### src/rtl/charge_fetch_pkg.sv
// Shared types for the charge fetch sequencer.
// Grid address, charge word, and the 8-cell beat bundle that travels
// from the scatterer read port to the phi solver.
package charge_fetch_pkg;

    localparam int ADDR_W        = 16;
    localparam int CHARGE_W      = 16;
    localparam int CELLS_PER_REQ = 8;

    typedef logic [ADDR_W-1:0]   addr_t;
    typedef logic [CHARGE_W-1:0] charge_t;

    typedef struct packed {
        charge_t [1:0][3:0] data;
        addr_t              base;
    } charge_beat_t;

    typedef enum logic [1:0] {
        ST_IDLE,
        ST_FETCH,
        ST_DRAIN,
        ST_DONE
    } fetch_state_t;

endpackage

### src/rtl/charge_beat_fifo.sv
// First-word-fall-through FIFO of charge beats with async reset.
// Ports: push/push_data in, pop in, head out (current front entry),
// count/empty/full status out.
module charge_beat_fifo
    import charge_fetch_pkg::*;
#(
    parameter int DEPTH = 8
) (
    input  logic                     clk,
    input  logic                     rst,
    input  logic                     push,
    input  charge_beat_t             push_data,
    input  logic                     pop,
    output charge_beat_t             head,
    output logic [$clog2(DEPTH):0]   count,
    output logic                     empty,
    output logic                     full
);

    localparam int PTR_W = $clog2(DEPTH);
    localparam int CNT_W = PTR_W + 1;

    charge_beat_t     mem [DEPTH];
    logic [PTR_W-1:0] wr_ptr;
    logic [PTR_W-1:0] rd_ptr;
    logic             do_push;
    logic             do_pop;

    assign empty   = (count == '0);
    assign full    = (count == CNT_W'(DEPTH));
    assign do_pop  = pop && !empty;
    // A full FIFO still accepts a push when the head leaves in the same cycle.
    assign do_push = push && (!full || do_pop);
    assign head    = mem[rd_ptr];

    always_ff @(posedge clk or posedge rst) begin
        if (rst) begin
            for (int i = 0; i < DEPTH; i++) begin
                mem[i] <= '0;
            end
            wr_ptr <= '0;
            rd_ptr <= '0;
            count  <= '0;
        end else begin
            if (do_push) begin
                mem[wr_ptr] <= push_data;
                wr_ptr      <= wr_ptr + PTR_W'(1);
            end
            if (do_pop) begin
                rd_ptr <= rd_ptr + PTR_W'(1);
            end
            if (do_push && !do_pop) begin
                count <= count + CNT_W'(1);
            end else if (!do_push && do_pop) begin
                count <= count - CNT_W'(1);
            end
        end
    end

endmodule

### src/rtl/charge_fetch.sv
// Sweeps the charge grid after a scatter phase: issues 2x4 read requests,
// captures fixed-latency returns in a skid FIFO, streams beats to the solver.
// Ports: start in; valid_req/grid_addr_out to scatterer; charge_in back;
// rho_valid/rho_ready/rho_data/rho_base to solver; busy/done status.
module charge_fetch
    import charge_fetch_pkg::*;
#(
    parameter int NUM_CELLS  = 1024,
    parameter int READ_LAT   = 3,
    parameter int FIFO_DEPTH = 8
) (
    input  logic               clk,
    input  logic               rst,
    input  logic               start,
    output logic               valid_req,
    output addr_t [1:0][3:0]   grid_addr_out,
    input  charge_t [1:0][3:0] charge_in,
    output logic               rho_valid,
    input  logic               rho_ready,
    output charge_t [1:0][3:0] rho_data,
    output addr_t              rho_base,
    output logic               busy,
    output logic               done
);

    localparam int    CNT_W    = $clog2(FIFO_DEPTH) + 1;
    localparam int    CR_W     = CNT_W + 1;
    localparam int    OUT_W    = $clog2(READ_LAT + 1);
    localparam addr_t LAST_PTR = addr_t'(NUM_CELLS - CELLS_PER_REQ);

    fetch_state_t         state;
    fetch_state_t         state_nx;
    addr_t                req_ptr;
    logic [READ_LAT-1:0]  pipe_v;
    addr_t [READ_LAT-1:0] pipe_base;
    logic [OUT_W-1:0]     outstanding;
    logic [CNT_W-1:0]     fifo_count;
    logic                 fifo_empty;
    logic                 fifo_full;
    logic                 push;
    logic                 pop;
    logic                 issue;
    logic                 can_issue;
    logic [CR_W-1:0]      credit;
    charge_beat_t         push_beat;
    charge_beat_t         head;

    assign push      = pipe_v[READ_LAT-1];
    assign push_beat = '{data: charge_in, base: pipe_base[READ_LAT-1]};
    assign pop       = !fifo_empty && rho_ready;

    // Credit counts the pop of this same cycle as already freed, so a
    // solver that is always ready sees one request per cycle.
    assign credit    = CR_W'(outstanding) + CR_W'(fifo_count) - CR_W'(pop);
    assign can_issue = (credit < CR_W'(FIFO_DEPTH)) && !(fifo_full && !pop);

    assign valid_req = issue;
    assign rho_valid = !fifo_empty;
    assign rho_data  = head.data;
    assign rho_base  = head.base;
    assign busy      = (state != ST_IDLE);

    always_comb begin
        state_nx      = state;
        issue         = 1'b0;
        done          = 1'b0;
        grid_addr_out = '0;
        unique case (state)
            ST_IDLE: begin
                if (start) state_nx = ST_FETCH;
            end
            ST_FETCH: begin
                issue = can_issue;
                if (can_issue && req_ptr == LAST_PTR) state_nx = ST_DRAIN;
            end
            ST_DRAIN: begin
                if (outstanding == '0 && fifo_empty) state_nx = ST_DONE;
            end
            ST_DONE: begin
                done     = 1'b1;
                state_nx = ST_IDLE;
            end
            default: state_nx = ST_IDLE;
        endcase
        if (issue) begin
            for (int l = 0; l < 2; l++) begin
                for (int k = 0; k < 4; k++) begin
                    grid_addr_out[l][k] = req_ptr + addr_t'(4 * l + k);
                end
            end
        end
    end

    always_ff @(posedge clk or posedge rst) begin
        if (rst) begin
            state       <= ST_IDLE;
            req_ptr     <= '0;
            pipe_v      <= '0;
            pipe_base   <= '0;
            outstanding <= '0;
        end else begin
            state <= state_nx;
            // The last request never increments, so a full 2**ADDR_W grid
            // does not wrap the pointer.
            if (state == ST_IDLE && start) begin
                req_ptr <= '0;
            end else if (issue && req_ptr != LAST_PTR) begin
                req_ptr <= req_ptr + addr_t'(CELLS_PER_REQ);
            end
            pipe_v[0]    <= issue;
            pipe_base[0] <= req_ptr;
            for (int i = 1; i < READ_LAT; i++) begin
                pipe_v[i]    <= pipe_v[i-1];
                pipe_base[i] <= pipe_base[i-1];
            end
            if (issue && !push) begin
                outstanding <= outstanding + OUT_W'(1);
            end else if (!issue && push) begin
                outstanding <= outstanding - OUT_W'(1);
            end
        end
    end

    charge_beat_fifo #(
        .DEPTH(FIFO_DEPTH)
    ) u_fifo (
        .clk      (clk),
        .rst      (rst),
        .push     (push),
        .push_data(push_beat),
        .pop      (pop),
        .head     (head),
        .count    (fifo_count),
        .empty    (fifo_empty),
        .full     (fifo_full)
    );

endmodule

### config.mk
export PLATFORM = sky130hd
export DESIGN_NAME = charge_fetch
export DESIGN_NICKNAME = d
export VERILOG_FILES = /design/src/rtl/charge_fetch_pkg.sv /design/src/rtl/charge_beat_fifo.sv /design/src/rtl/charge_fetch.sv
export SDC_FILE = /design/constraint.sdc
export NUM_CORES = 2
export LEC_CHECK = 0
export ABC_AREA = 1
export BUFFER_PORTS_ARGS = -buffer_cell sky130_fd_sc_hd__buf_2
export CORE_MARGIN = 1.5
export CORE_UTILIZATION = 41
export DETAILED_ROUTE_END_ITERATION = 16
export GPL_ROUTABILITY_DRIVEN = 0
export GPL_TIMING_DRIVEN = 0
export HOLD_SLACK_MARGIN = 0.03
export PLACE_DENSITY = 0.64
export SYNTH_ARGS = -nofsm -noshare
export SYNTH_HDL_FRONTEND = slang
export SYNTH_SLANG_ARGS = --single-unit
export TNS_END_PERCENT = 5
### constraint.sdc
create_clock -name clk -period 87.2 [get_ports clk]
set_input_delay 17.44 -clock clk [delete_from_list [all_inputs] [get_ports clk]]
set_output_delay 17.44 -clock clk [all_outputs]
set_load 0.05 [all_outputs]
==> metrics <==
Yosys top cell area share 54.09%; clk_lat worst skew 0.78 ns; CP max stage delay 0.55 ns; YS warnings 0; fin area 64270 µm²; leakage 0.03029 µW; Hold Buf Count CTS 0; CP top delay family buffers and inverters; max-slew violations 11; Area Overhead vs Synth 16.05%; most common cell after layout, fill and taps aside dfrtp_1; die height 370.5 µm; vias in the first global route 47740; grt ovf 0; share of cells above drive strength 1 19.24%; Iter 0 DRT Violations 6182; net switching power 1305 µW; Synth area leaders dfrtp_1 54%, nand2_1 8.0%, o21ai_0 7.7%, nor2_1 7.1%, o21ai_2 5.3%; total track usage 31.06%; Max Cap Viol 1; CTS Buf Count 133; global-route wire length before repair 315.1 mm; clk root buf clkbuf_16; cells along the critical path buf_2 -> nand2_4 -> inv_1 -> ha_1 -> inv_1 -> ha_1 -> nand2_1 -> inv_1 -> nand2_1 -> nand2_1 -> nand2_1 -> nand3_1 -> nor2_1 -> nand2_1 -> buf_2 -> buf_2 -> nor2_1 -> buf_4 -> buf_2; Setup Viol. Count Final 0; Port Buffer Count 392; post-CTS setup repair buffer count 0; Mapped Cells 6250; clock skew 0.03129 ns; period utilisation layout 43.39%; Fin. Hold Viols 0; Worst Hold Class reg2reg; Layout Cells excl Fill 8668; clock slew at reported path FFs 0.06 ns; Worst-Margin Slew 1.513 ns; startpoint types primary input; largest net degree at the start of global routing 120; num rows 134; vias per cell 5.725; Critical-path top delay cell nor2_1; Crit Path Category in2out; dpl cells 8435; Primary FF master, synth dfrtp_1; Max H-tree Level 4; Vias 49630; Max-slew headroom -0.8754%; CP Max Fanout 10; Initial DRT Pass Iterations 6; register area share after synthesis 54.09%; Comb power frac 47.3%; IO Pins 408; synthesized cell area 55380 µm²; ys async rst share 100.0%; register share of total power 31.9%; DRC 0; Fill cells 13030; routed length per instance 24.83 µm; RSZ-0062 raised after global routing no; Highest Clock Rate 0.02643 GHz; Int Power 1440 µW; failing checks capacitance limit, slew limit; Nets 6954; crit end category primary output; DRT Wirelength 215.2 mm; most frequent CP cell nand2_1; Die X 370.5 µm; sw frac 47.52%; Post-synth EDFFs 0; power share of the clock group 20.7%; post-synthesis register bit count 1197; post-CTS sizing 0; minimum clock period 37.83 ns; PwrDens 42.71 nW/µm²; Total Die Area 137300 µm²; CP bufs+invs 8; most frequent cells in the layout 1197 x dfrtp_1, 1175 x nand2_1, 1047 x nor2_1; clk buf depth 3; syn avg cell area 8.860 µm²; Yosys cell types 35; status finished with violations; initial antenna violation count 14; critical path arrival 20.39 ns; DP Wirelength 145.6 mm; core area 133800 µm²; CTS Sinks 1197; DP Area 59920 µm²; Routed Antenna Nets 0; Worst VDD drop 0.04667 mV; starting density of the core 41.39%; Data required, critical path 69.76 ns; TritonCTS clock tree built; area leader, netlist dfrtp_1; Hold Worst Slack 0.3447 ns; Final TNS setup 0 ns
per-layer routing:
layer  GRT usage (%)  up-vias  part of all wire, %
met1           40.61    24320                   39
li1                -    21790                    -
met5               0        -                0.080
met4           16.60       20                  6.0
met3           8.052      647                   11
met2           47.19     2849                   44
synth_stat cells, types with 2 or more instances:
library cell and count:
xor2_1 12, o21ai_0 851, o21ai_1 518, inv_2 3
nor2_1 1047, a31oi_1 142, buf_2 88, nand4_4 6
nand2_2 2, a211oi_1 2, ha_1 19, nand2_4 2
clkbuf_1 181, nand2_1 1175, buf_1 13, nand3_1 16
inv_1 184, nor3_1 3, dfrtp_1 1197, o21ai_2 337
nor3b_1 2, buf_6 186, o22ai_1 141, nand4_1 6
a21oi_1 7, buf_4 98, xnor2_1 3, or2_2 2
power groups by stage:
stage | registers, µW | logic [µW] | clock network, µW
3_3_place_gp | 880 | 1260 | 0
6_report | 876 | 1300 | 569
2_1_floorplan | 855 | 878 | 0
5_1_grt | 897 | 1390 | 594
4_1_cts | 870 | 1280 | 572
3_5_place_dp | 877 | 1270 | 0
stage by stage:
stage | setup WS, ns | power [µW] | util, %
final | 49.37 | 2745 | 48.04
after global routing | 49.09 | 2884 | 48.03
after CTS | 49.35 | 2720 | 48.03
after detailed placement | 49.37 | 2150 | 44.78
after global placement | 22.38 | 2137 | 44.55
after floorplan | 36.04 | 1733 | -
final cells by class:
type	instances	area (µm²)	area share, %
buffer	567	4019	6.253
inverter	188	713.2	1.110
clock buffer	197	3924	6.105
timing repair buffer	403	2265	3.524
antenna	3	7.507	0.01168
clock inverter	33	421.7	0.6561
sequential	1197	29950	46.61
multi-input combinational	4312	20750	32.29
tap	1768	2212	3.442
cell families (layout without fill, tap and decap cells):
logic type / count (synthesis) / in the layout / synth area share (%)
and+or+nand+nor: 2263 / 2263 / 15.67
AOI/OAI and AO/OA: 1999 / 1999 / 21.00
DFF: 1197 / 1197 / 54.09
buffers and inverters: 755 / 1388 / 8.531
adders and majority gates: 20 / 20 / 0.4654
xor gates and xnor gates: 15 / 15 / 0.2372
other: 1 / 18 / 0.006772
registers in the layout, indices dropped and copies added, names as in the netlist:
| name | count |
|---|---|
| u_fifo.mem | 1128 |
| pipe_base | 39 |
| req_ptr | 13 |
| u_fifo.count | 4 |
| pipe_v | 3 |
| u_fifo.rd_ptr | 3 |
| u_fifo.wr_ptr | 3 |
| outstanding | 2 |
| state | 2 |
final timing paths:
| kind | endpoint | start | cells past startpoint | slack [ns] |
|---|---|---|---|---|
| max | grid_addr_out[35] | rho_ready | 19 | 49.37 |
| min in group asynchronous | req_ptr[3]$_DFFE_PP0P_ | rst | 2 | 16.76 |
| min reg2reg | pipe_base[39]$_DFF_PP0_ | pipe_base[23]$_DFF_PP0_ | 0 | 0.34 |
| max reg2reg | outstanding[1]$_DFFE_PP0P_ | u_fifo.count[2]$_DFFE_PP0P_ | 22 | 83.46 |
| max in group asynchronous | u_fifo.mem[1104]$_DFFE_PP0P_ | rst | 5 | 68.37 |
| min | pipe_base[39]$_DFF_PP0_ | pipe_base[23]$_DFF_PP0_ | 0 | 0.34 |
No activity file was read; power rests on OpenSTA's default activity.
